--- config.mk ---
export PLATFORM = sky130hd
export DESIGN_NAME = bcd2bin_seq_flat
export DESIGN_NICKNAME = d
export VERILOG_FILES = /design/src/rtl/bcd_pkg.sv /design/src/rtl/bcd2bin_seq_if.sv /design/src/rtl/bcd_digit_mac.sv /design/src/rtl/bcd2bin_seq.sv /design/src/flat_wrapper.sv
export SDC_FILE = /design/constraint.sdc
export NUM_CORES = 1
export LEC_CHECK = 0
export CAP_MARGIN = 20
export CORE_UTILIZATION = 50
export DETAILED_ROUTE_END_ITERATION = 10
export DONT_BUFFER_PORTS = 1
export SYNTH_ARGS = -nofsm -noshare
export SYNTH_HDL_FRONTEND = slang
export SYNTH_SLANG_ARGS = --single-unit
--- constraint.sdc ---
create_clock -name clk -period 5.6 [get_ports clk]
set_input_delay 0.84 -clock clk [delete_from_list [all_inputs] [get_ports clk]]
set_output_delay 0.84 -clock clk [all_outputs]
set_load 0.02 [all_outputs]
--- src/rtl/bcd_pkg.sv ---
// Shared types and helpers for the sequential BCD-to-binary converter.
package bcd_pkg;

    typedef enum logic [1:0] {
        IDLE,
        CONV,
        DONE
    } state_t;

    localparam logic [3:0] BCD_DIGIT_MAX = 4'd9;

    // Accumulator width that holds every DIGITS-digit decimal value without loss.
    function automatic int bcd_acc_w(input int digits);
        int p;
        p = 1;
        for (int i = 0; i < digits; i++) begin
            p = p * 10;
        end
        return $clog2(p);
    endfunction

endpackage

--- src/rtl/bcd2bin_seq_if.sv ---
// Valid/ready input and output channels of the BCD-to-binary converter.
interface bcd2bin_seq_if #(
    parameter int N      = 8,
    parameter int DIGITS = 3
);
    logic                  in_valid;
    logic                  in_ready;
    logic [4*DIGITS-1:0]   bcd_in;
    logic                  out_valid;
    logic                  out_ready;
    logic [N-1:0]          data_out;
    logic                  ovf;
    logic                  err;

    modport master (
        output in_valid, bcd_in, out_ready,
        input  in_ready, out_valid, data_out, ovf, err
    );

    modport slave (
        input  in_valid, bcd_in, out_ready,
        output in_ready, out_valid, data_out, ovf, err
    );
endinterface

--- src/rtl/bcd_digit_mac.sv ---
// One decimal step of the conversion: acc*10 + digit, built from two shifts and adds.
module bcd_digit_mac #(
    parameter int ACC_W = 10
) (
    input  logic [ACC_W-1:0] acc_i,
    input  logic [3:0]       digit_i,
    output logic [ACC_W-1:0] acc_o
);
    assign acc_o = (acc_i << 3) + (acc_i << 1) + ACC_W'(digit_i);
endmodule

--- src/rtl/bcd2bin_seq.sv ---
// Sequential BCD-to-binary converter: one digit per clock, MSD first.
// Define BCD2BIN_SAT_EN to saturate data_out on overflow instead of wrapping.
module bcd2bin_seq
    import bcd_pkg::*;
#(
    parameter int N      = 8,
    parameter int DIGITS = 3
) (
    input logic          clk,
    input logic          rst_n,
    bcd2bin_seq_if.slave bus
);
    localparam int ACC_W = bcd_acc_w(DIGITS);
    localparam int W     = 4 * DIGITS;
    localparam int CNT_W = (DIGITS > 1) ? $clog2(DIGITS) : 1;
    localparam logic [CNT_W-1:0] CNT_LAST = CNT_W'(DIGITS - 1);

    state_t             state_q, state_d;
    logic [W-1:0]       shreg_q, shreg_d;
    logic [ACC_W-1:0]   acc_q, acc_d, acc_mac;
    logic [CNT_W-1:0]   cnt_q, cnt_d;
    logic               out_valid_q, out_valid_d;
    logic [N-1:0]       data_q, data_d, data_fmt, acc_low;
    logic               ovf_q, ovf_d, ovf_calc;
    logic               err_q, err_d, nib_err;

    bcd_digit_mac #(.ACC_W(ACC_W)) u_mac (
        .acc_i   (acc_q),
        .digit_i (shreg_q[W-1 -: 4]),
        .acc_o   (acc_mac)
    );

    generate
        if (ACC_W > N) begin : g_wide
            assign ovf_calc = |acc_mac[ACC_W-1:N];
            assign acc_low  = acc_mac[N-1:0];
        end else begin : g_narrow
            assign ovf_calc = 1'b0;
            assign acc_low  = N'(acc_mac);
        end
    endgenerate

    // An invalid digit forces a zero result whatever the overflow policy.
`ifdef BCD2BIN_SAT_EN
    assign data_fmt = err_q ? '0 : (ovf_calc ? {N{1'b1}} : acc_low);
`else
    assign data_fmt = err_q ? '0 : acc_low;
`endif

    always_comb begin
        nib_err = 1'b0;
        for (int i = 0; i < DIGITS; i++) begin
            if (bus.bcd_in[4*i +: 4] > BCD_DIGIT_MAX) nib_err = 1'b1;
        end
    end

    // NOTE: every output of this block gets a default first, so no path leaves it unassigned and no latch is inferred.
    always_comb begin
        state_d     = state_q;
        shreg_d     = shreg_q;
        acc_d       = acc_q;
        cnt_d       = cnt_q;
        out_valid_d = out_valid_q;
        data_d      = data_q;
        ovf_d       = ovf_q;
        err_d       = err_q;
        unique case (state_q)
            IDLE: begin
                if (bus.in_valid) begin
                    shreg_d = bus.bcd_in;
                    acc_d   = '0;
                    cnt_d   = '0;
                    err_d   = nib_err;
                    state_d = CONV;
                end
            end
            CONV: begin
                acc_d   = acc_mac;
                shreg_d = shreg_q << 4;
                cnt_d   = cnt_q + 1'b1;
                if (cnt_q == CNT_LAST) begin
                    state_d     = DONE;
                    out_valid_d = 1'b1;
                    data_d      = data_fmt;
                    ovf_d       = ovf_calc;
                end
            end
            DONE: begin
                if (bus.out_ready) begin
                    out_valid_d = 1'b0;
                    state_d     = IDLE;
                end
            end
            default: state_d = IDLE;
        endcase
    end

    // NOTE: the datapath registers are reset too, so an abort mid-conversion leaves no stale result visible.
    always_ff @(posedge clk or negedge rst_n) begin
        if (!rst_n) begin
            state_q     <= IDLE;
            shreg_q     <= '0;
            acc_q       <= '0;
            cnt_q       <= '0;
            out_valid_q <= 1'b0;
            data_q      <= '0;
            ovf_q       <= 1'b0;
            err_q       <= 1'b0;
        end else begin
            // NOTE: non-blocking assignments so every register samples pre-edge values.
            state_q     <= state_d;
            shreg_q     <= shreg_d;
            acc_q       <= acc_d;
            cnt_q       <= cnt_d;
            out_valid_q <= out_valid_d;
            data_q      <= data_d;
            ovf_q       <= ovf_d;
            err_q       <= err_d;
        end
    end

    assign bus.in_ready  = (state_q == IDLE);
    assign bus.out_valid = out_valid_q;
    assign bus.data_out  = data_q;
    assign bus.ovf       = ovf_q;
    assign bus.err       = err_q;

endmodule

--- src/flat_wrapper.sv ---
// flat-port wrapper written by rule: the top's interface ports become plain ports
module bcd2bin_seq_flat import bcd_pkg::*;
#(
    parameter int N      = 8,
    parameter int DIGITS = 3
)
  (clk, rst_n, bus_in_valid, bus_bcd_in, bus_out_ready, bus_in_ready, bus_out_valid, bus_data_out, bus_ovf, bus_err);
  bcd2bin_seq_if #(.N(N), .DIGITS(DIGITS)) bus_i ();
  input logic clk;
  input logic rst_n;
  input wire logic [$bits(bus_i.in_valid)-1:0] bus_in_valid;
  input wire logic [$bits(bus_i.bcd_in)-1:0] bus_bcd_in;
  input wire logic [$bits(bus_i.out_ready)-1:0] bus_out_ready;
  output wire logic [$bits(bus_i.in_ready)-1:0] bus_in_ready;
  output wire logic [$bits(bus_i.out_valid)-1:0] bus_out_valid;
  output wire logic [$bits(bus_i.data_out)-1:0] bus_data_out;
  output wire logic [$bits(bus_i.ovf)-1:0] bus_ovf;
  output wire logic [$bits(bus_i.err)-1:0] bus_err;
  assign bus_i.in_valid = bus_in_valid;
  assign bus_i.bcd_in = bus_bcd_in;
  assign bus_i.out_ready = bus_out_ready;
  assign bus_in_ready = bus_i.in_ready;
  assign bus_out_valid = bus_i.out_valid;
  assign bus_data_out = bus_i.data_out;
  assign bus_ovf = bus_i.ovf;
  assign bus_err = bus_i.err;
  bcd2bin_seq #(.N(N), .DIGITS(DIGITS)) u_core (.clk(clk), .rst_n(rst_n), .bus(bus_i));
endmodule
== Yosys cells after proc, flatten, opt, wreduce, memory -nomap -nowiden ==
Index checks and enable logic that the tools add are counted.
Word-level totals
  bits in registers: 36
  input port bits: 16
Cells by class
  add/subtract/negate cells: 3
  magnitude comparators: 3
  equality and inequality tests: 6
  multiplexer cells: 17
  reduce and logical (&&, ||, !) cells: 9
Operator list (count)
  12-bit case mux with 2 select lines: 1
  9-bit case mux with 2 select lines: 1
  4-bit greater-than comparator, second input constant: 3
  12-bit 2-to-1 mux: 1
  10-bit adder: 1
  10-bit by 4-bit adder with 10-bit output: 1
  9-bit 2-to-1 mux: 1
  2-bit 2-to-1 mux: 4
  8-bit 2-to-1 mux: 1
  2-bit case mux with 3 select lines: 1
  2-bit AND reduction: 3
  3-bit AND reduction: 2
  1-bit 2-to-1 mux: 5
  2-bit == test, second input constant: 2
  2-bit != test, second input constant: 2
  2-bit case mux with 2 select lines: 1
  2-bit nonzero test: 2
  2-bit by 1-bit adder with 2-bit output, second input constant: 1
  2-bit by 1-bit == test with 1-bit output, second input constant: 1
  2-bit zero test: 1
  2-bit by 1-bit != test with 1-bit output, second input constant: 1
  1-bit case mux with 2 select lines: 1
  2-bit OR reduction: 1

== Logic depth before layout (Yosys ltp) ==
Gate-level depths: netlist of the first run.
  depth after elaboration: 4
  mapped depth: 9

== Cells and area by module ==
Synthesis of the first run repeated with hierarchy kept, for this count alone.
Unflattened totals
  cells, all modules: 204
  area, all modules: 2058.2 µm²
By module, submodules not included
  bcd2bin_seq: times used 1, cells an instance 158, area each 1640.3 µm², seq. area each 925.9 µm²
  bcd_digit_mac: times used 1, cells an instance 46, area each 417.9 µm², seq. area each 0.0 µm²

== Worst setup path after synthesis of the first run ==
Ideal clock, no wire load.
  path kind: reg2reg
  start point: register u_core.acc_q[0]
  end point: register u_core.ovf_q, in the netlist u_core.bus.ovf
  setup time: 0.132 ns
  data arrival time: 2.179 ns
  data required time: 5.468 ns
  setup slack: 3.289 ns
  stages on the path, launching flop included: 10
  buffers on the path: 0
  cell sequence: dfrtp_1 inv_1 fa_1 inv_1 fa_1 a211oi_2 o21bai_1 a21oi_2 xor2_1 a31oi_1
On the way
  longest elaborated chain between the ends: 3
Ends and longest elaborated chain
  from (decl): line bcd2bin_seq.sv:20  | logic [ACC_W-1:0] acc_q, acc_d, acc_mac;
  from (signal assigned): line bcd2bin_seq.sv:103  | acc_q <= '0;
  from (signal assigned): line bcd2bin_seq.sv:113  | acc_q <= acc_d;
  10-bit adder: line bcd_digit_mac.sv:9  | assign acc_o = (acc_i << 3) + (acc_i << 1) + ACC_W'(digit_i);
  10-bit by 4-bit adder with 10-bit output: line bcd_digit_mac.sv:9
  2-bit OR reduction: line bcd2bin_seq.sv:35  | assign ovf_calc = |acc_mac[ACC_W-1:N];
  to (signal assigned): line bcd2bin_seq.sv:117  | ovf_q <= ovf_d;
  to (decl): line bcd2bin_seq.sv:24  | logic ovf_q, ovf_d, ovf_calc;
No other way between the ends.
A chain may end at the register's enable or synchronous reset.

== Worst setup path in the final report of the first run ==
  start point: register u_core.acc_q[0]
  end point: register u_core.acc_q[8]
On the way
  longest elaborated chain between the ends: 3
Ends and longest elaborated chain
  10-bit adder: line bcd_digit_mac.sv:9
  10-bit by 4-bit adder with 10-bit output: line bcd_digit_mac.sv:9
  9-bit case mux with 2 select lines: line bcd2bin_seq.sv:67  | unique case (state_q)
No other way between the ends.

==> summary.md, run 1 <==
| Metric | Value |
|---|---|
| Crit path required time | `5.73 ns` |
| Horizontal extent of the die | `approximately 64 um` |
| Number of optimization iterations in the first detailed-route pass | `4` |
| Unrepaired setup endpoints after global routing | `no` |
| Pin count of the biggest net entering global routing | `37` |
| Initial core utilization | `0.524` |
| Layout Cell Area excl Fill | `just over 2000 um2` |
| Post-route fraction of the period consumed by the critical path | `0.440` |
| Wire length of the first global-routing pass | `around 6.3 mm` |
| Result of the run | `finished clean` |
| Die H | `around 64 um` |
| Clock tree from TritonCTS | `built` |
| Maximum capacitance violations | `0` |
| Number of global-route vias before repair | `1453` |
| Worst VDD drop | `a little over 0.3 mV` |
| Type of the worst setup path | `register to register` |
| # H-tree levels | `2` |
| Reg clk slew, reported paths | `roughly 0.07 ns` |
| Worst setup skew after layout | `between 0.002 and 0.003 ns` |
| Ratio of cells with drive above 1 in the final layout | `0.0825` |
| Overall Global Routing Usage | `0.206` |
| Netlist Area Pre-Place | `between 1500 and 2000 um2` |
| Post-Syn Nets | `227` |
| Number of clock sinks seen by CTS | `36` |
| Final max-slew violation count | `0` |
| Worst hold path class | `input port to async pin` |
| Final weighted congestion in routability-driven placement | `between 0.8 and 0.9` |
| Antenna violations before repair | `0` |
| Proportion of synthesized chip area in sequential cells | `0.466` |
| Cts hold-fix bufs | `0` |
| Port Buf Inserts | `0` |
| Vias per cell | `5.62` |
| Least-Margin Pin Slew | `about 0.80 ns` |
| Total power per unit cell area | `669 nW/um2` |
| Number of antenna-violating nets in the routed design | `0` |
| Final #Nets | `227` |
| Total negative setup slack | `0 ns` |
| Post-cts gate resize count | `0` |
| Sum of routed wire length over all layers | `roughly 3.7 mm` |
| DIE AREA | `slightly above 4000 um2` |
| Detailed-route DRC error count | `0` |
| Most frequent cells in the layout | `dfrtp_1, nand2_1, nand3_1, o21ai_1, ha_1` |
| HPWL after detailed placement | `around 2.6 mm` |
| Synth area leaders | `dfrtp_1, ha_1, nand2_1` |
| Number of warning messages in the yosys log | `0` |
| Antenna diode count | `0` |
| Area Overhead vs Synth | `6.60%` |
| Post-detailed-placement cell area | `about 1900 um2` |
| Leakage power total | `1.06 nW` |
| Final hold vios | `0` |
| Yosys reg bits | `36` |
| Number of ports placed on the die boundary | `28` |
| Utilization after layout | `0.559` |
| Achievable clock frequency | `between 0.4 and 0.5 GHz` |
| Clock latency reported for the late side of the worst-skew pair | `between 0.2 and 0.3 ns` |
| Startpoint class of the critical path | `register` |
| Fraction of post-synthesis cell area in the top cell type by area | `0.466` |
| Postcts setup bufs | `0` |
| Crit path time final | `roughly 2.5 ns` |
| Std cell rows | `22` |
| Worst-path fanout max | `3` |
| Data arrival, critical path | `about 2.6 ns` |
| Total via count after detailed routing | `~1400` |
| Inserted Clock Buffers | `5` |
| Initial DRC count | `just over 50` |
| GRT overflow | `0` |
| Setup-failing EPs final | `0` |
| Count of cell types in the netlist | `31` |
| Headroom to the max-slew limit | `0.467` |
| Most common cell after layout, fill and taps aside | `dfrtp_1` |
| Area leader, netlist | `dfrtp_1` |
| Root cell of the clock tree | `clkbuf_8` |
| Placeable core region | `3690 um2` |
| Final total power | `between 0.001 and 0.0015 W` |
| Post-Synthesis Cells | `about 190` |
| Endpoint class of the critical path | `register` |
| Number of buffers on the longest clock path | `2` |
| Avg Synthesized Cell Area | `9.96 um2` |
| Wire length per cell | `15.1 um` |
-- registers in the layout (all words and copies together), names as in the netlist --
name / count
u_core.shreg_q: 12
u_core.acc_q: 9
u_core.bus.data_out: 8
u_core.cnt_q: 2
u_core.state_q: 2
u_core.bus.err: 1
u_core.bus.out_valid: 1
u_core.bus.ovf: 1
-- per-layer routing --
metal / GRT usage / routed length, um / vias up
met3: 0.0536 / 150 / 6
met1: 0.241 / 1640 / 654
met4: 0.100 / 61 / 0
met5: 0 / 0 / -
met2: 0.348 / 1800 / 37
li1: - / - / 663
-- cell families after synthesis --
group,share of synthesized area
simple gates,0.135
compound gates,0.157
flops,0.466
buf+inv,0.0460
fa+ha+maj,0.118
xor+xnor,0.0362
mux,0.0414
-- power breakdown --
group	internal [W]	leakage (nW)	switching [W]	total [W]
clock	0.000109	0.0503	0.0000838	0.000193
combinational	0.000275	0.551	0.000398	0.000673
sequential	0.000379	0.458	0.000133	0.000512
total	0.000763	1.06	0.000615	0.00138
-- critical path, cell delays in order (launching register included) --
cell      delay, ns
dfrtp_1        0.37
inv_1          0.07
fa_1           0.52
inv_1          0.07
fa_1           0.48
a211oi_2       0.24
o21bai_1       0.11
a21oi_2        0.16
xor2_1         0.21
o21ai_1        0.08
-- cells in the mapped netlist --
master,instances
a211oi_2,1
a21o_1,5
a21oi_1,2
a21oi_2,2
a22o_1,2
a22oi_1,1
a31oi_1,3
and2b_4,1
buf_2,5
buf_6,1
clkbuf_1,2
dfrtp_1,36
fa_1,2
ha_1,15
inv_1,12
mux2i_1,8
nand2_1,30
nand2_4,1
nand2b_1,5
nand3_1,15
nand4_1,1
nor2_1,4
o21ai_0,12
o21ai_1,15
o21ai_2,1
o21bai_1,1
o21bai_2,1
o31ai_1,1
o31ai_2,1
xnor2_1,7
xor2_1,1
-- stage by stage --
stage	cells	hold slack [ns]	setup WS [ns]
2_1_floorplan	194	0.455	3.29
3_3_place_gp	234	0.470	3.19
3_5_place_dp	234	0.482	3.14
4_1_cts	241	0.235	3.13
5_1_grt	242	0.228	2.95
6_report	242	0.249	3.14
-- path summary, 6_finish.rpt --
path,start,end,slack [ns],cells past startpoint
setup / recovery,u_core.acc_q[0]$_DFFE_PN0P_,u_core.acc_q[8]$_DFFE_PN0P_,3.14,9
hold / removal,rst_n,u_core.acc_q[4]$_DFFE_PN0P_,0.25,0
setup reg to reg,u_core.acc_q[0]$_DFFE_PN0P_,u_core.acc_q[8]$_DFFE_PN0P_,3.14,9
hold reg to reg,u_core.cnt_q[0]$_DFFE_PN0P_,u_core.cnt_q[0]$_DFFE_PN0P_,0.49,1
max in group asynchronous,rst_n,u_core.shreg_q[11]$_DFFE_PN0P_,5.27,0
min in group clk,u_core.cnt_q[0]$_DFFE_PN0P_,u_core.cnt_q[0]$_DFFE_PN0P_,0.49,1
-- layout make-up --
type | instances | area (um2)
Clock buffer | 7 | 96.3
Multi-Input combinational cell | 138 | 943
Timing Repair Buffer | 1 | 15.0
Inverter | 12 | 45.0
Sequential cell | 36 | 901
Fill cell | 341 | 1630
Tap cell | 48 | 60.1
Note: power is estimated with default switching activity, not from simulation.
==> run 2: changes to the inputs <==
Clock period 5.6 ns to 2.3 ns, I/O delays scaled along.
==> run 2 against run 1 <==
Compared with the run above:
- sequential share of layout area fell by 1.4 points
- die area did not move
- critical path depth did not move
- non-clock buffer count rose by 7
- combinational power rose to 2.6 times the previous value
- clock power rose by 140%
- highest routed layer unchanged
==> summary.md, run 2 (synthesized netlist as in run 1, its figures left out) <==
| Metric | Value |
|---|---|
| Number of filler cells placed in the layout | `347 (+1.8%)` |
| Worst setup skew after layout | `0.00559 ns (+0.00276 ns)` |
| Initial DRC count | `24 (-53%)` |
| Sum of routed wire length over all layers | `3.69 mm (+0.93%)` |
| HPWL after detailed placement | `2.66 mm (+1.8%)` |
| Horizontal extent of the die | `64.2 um (unchanged)` |
| Number of optimization iterations in the first detailed-route pass | `4 (unchanged)` |
| Final hold vios | `0 (unchanged)` |
| Multi-input gate area in the final layout | `956 um2 (+1.3%)` |
| Flip-flop count of the largest register after layout | `12 (unchanged)` |
| Antenna violations before repair | `0 (unchanged)` |
| Crit path required time | `2.46 ns (-3.27 ns)` |
| Most frequent cells in the layout | `dfrtp_1, nand2_1, nand3_1, o21ai_1, ha_1` |
| Clock latency reported for the late side of the worst-skew pair | `0.28 ns (about the same)` |
| Utilization after layout | `0.577 (+0.0187)` |
| Setup-failing EPs final | `0 (unchanged)` |
| Crit path time final | `2.22 ns (-0.247 ns)` |
| Leakage power total | `1.09 nW (+3.3%)` |
| Headroom to the max-slew limit | `0.471 (+0.00339)` |
| Number of ports placed on the die boundary | `28 (unchanged)` |
| Critical Path Source | `u_core.acc_q[0]$_DFFE_PN0P_` |
| Post-route fraction of the period consumed by the critical path | `0.963 (+0.524)` |
| Port Buf Inserts | `0 (unchanged)` |
| Number of buffers on the longest clock path | `2 (unchanged)` |
| Total via count after detailed routing | `1384 (+1.8%)` |
| Worst VDD drop | `0.913 mV (+200%)` |
| Initial core utilization | `0.524 (unchanged)` |
| Root cell of the clock tree | `clkbuf_8` |
| Sequential standard cell area | `901 um2 (unchanged)` |
| Vias per cell | `5.54 (-1.5%)` |
| Detailed-route wire length on metal 1 | `1.65 mm (+0.79%)` |
| Least-Margin Pin Slew | `0.794 ns (-0.00508 ns)` |
| Final #Nets | `234 (+3.1%)` |
| Number of global-route vias before repair | `1439 (-0.96%)` |
| Std cell rows | `22 (unchanged)` |
| Endpoint of the lowest-slack register-to-register path | `u_core.bus.ovf$_DFFE_PN0P_` |
| Antenna diode count | `0 (unchanged)` |
| Endpoint of the worst setup timing path | `u_core.bus.ovf$_DFFE_PN0P_` |
| Placeable core region | `3690 um2 (unchanged)` |
| Wire length of the first global-routing pass | `6.60 mm (+3.9%)` |
| DIE AREA | `4120 um2 (unchanged)` |
| Unrepaired setup endpoints after global routing | `yes` |
| R2R cell count | `9 (unchanged)` |
| Number of antenna-violating nets in the routed design | `0 (unchanged)` |
| Inserted Clock Buffers | `5 (unchanged)` |
| Clock tree from TritonCTS | `built` |
| Final max-slew violation count | `0 (unchanged)` |
| Final worst hold slack | `0.196 ns (-0.0526 ns)` |
| Die H | `64.2 um (unchanged)` |
| Ratio of cells with drive above 1 in the final layout | `0.139 (+0.0561)` |
| Data arrival, critical path | `2.38 ns (-0.22 ns)` |
| Register name with the most flops | `u_core.shreg_q` |
| Top layer reached by signal wires | `met4` |
| Wire length on met3 | `179 um (+19%)` |
| GRT overflow | `0 (unchanged)` |
| Area Overhead vs Synth | `10.2%` |
| Total power per unit cell area | `1610 nW/um2 (+140%)` |
| Overall Global Routing Usage | `0.213 (+0.00720)` |
| Maximum capacitance violations | `0 (unchanged)` |
| Wire length per cell | `14.8 um (-2.3%)` |
| Number of clock sinks seen by CTS | `36 (unchanged)` |
| Worst hold path class | `input port to register` |
| Startpoint class of the critical path | `register` |
| Detailed-route DRC error count | `0 (unchanged)` |
| Endpoint class of the critical path | `register` |
| Met2 routed WL | `1.81 mm (+0.22%)` |
| # H-tree levels | `2 (unchanged)` |
| Most common cell after layout, fill and taps aside | `dfrtp_1` |
| Type of the worst setup path | `register to register` |
| Pin count of the biggest net entering global routing | `37 (unchanged)` |
| Achievable clock frequency | `0.451 GHz (+11%)` |
| Result of the run | `finished clean` |
| Critical R2R Launch | `u_core.acc_q[0]$_DFFE_PN0P_` |
| Register-to-register path setup slack | `0.08 ns (-3.05 ns)` |
| Final weighted congestion in routability-driven placement | `0.836 (-1.0%)` |
| Worst-path fanout max | `3 (unchanged)` |
| Reg clk slew, reported paths | `0.07 ns (about the same)` |
## run 2: per-stage QoR
step                instance area, um2  setup TNS, ns  total power (W)  std cells  setup WS [ns]
floorplan                         1940              0          0.00257        194         0.0574
global placement                  1990              0          0.00286        239         0.0115
detailed placement                1990        -0.0126          0.00293        239       -0.00840
CTS                               2110              0          0.00342        249        0.00905
global route                      2130        -0.0965          0.00377        250        -0.0529
finish                            2130              0          0.00342        250         0.0845
## run 2: routing by layer
| layer | up-vias | global-route usage |
|---|---|---|
| li1 | 682 | - |
| met1 | 661 | 0.259 |
| met2 | 35 | 0.355 |
| met3 | 6 | 0.0661 |
| met4 | 0 | 0.0750 |
| met5 | - | 0 |
## run 2: area by class of cell
type                    count  area share
repair buffers              8      0.0353
multi-input cells         138       0.449
inverters                  12      0.0212
well taps                  48      0.0282
flip-flops and latches     36       0.423
clock inverters             2     0.00470
clock buffers               6      0.0388
## run 2: timing repair
item | in CTS | in global routing
hold endpoints to repair | 36 | 0
endpoints found under the setup margin | 2 | 4
pin swaps | 2 | 3
hold buffers | 2 | 0
resized for setup | 0 | 4
setup buffers | 0 | 1
## run 2: worst max-delay path, cell delays in order (launching register included)
cell and delay (ns):
dfrtp_1 0.36, inv_2 0.04, fa_1 0.54, inv_2 0.05
fa_2 0.35, a211oi_2 0.19, o21bai_1 0.12, a21oi_2 0.16
xor2_1 0.19, a31oi_1 0.10
## run 2: report_power, final
part           switching [W]  leakage [nW]  internal, W  total (W)
clock               0.000215        0.0510     0.000239   0.000454
combinational        0.00100         0.585     0.000729    0.00173
sequential          0.000320         0.458     0.000921    0.00124
## run 2: worst min path at each step
stage                  startpoint  slack (ns)                                 end  cells after the start
global placement            rst_n        0.05  u_core.bus.data_out[5]$_DFFE_PN0P_                      0
detailed placement          rst_n        0.05  u_core.bus.data_out[5]$_DFFE_PN0P_                      0
CTS                 bus_bcd_in[1]        0.18       u_core.shreg_q[1]$_DFFE_PN0P_                      2
floorplan                   rst_n        0.05         u_core.acc_q[0]$_DFFE_PN0P_                      0
global route        bus_bcd_in[0]        0.21       u_core.shreg_q[0]$_DFFE_PN0P_                      2
finish              bus_bcd_in[1]        0.20       u_core.shreg_q[1]$_DFFE_PN0P_                      2
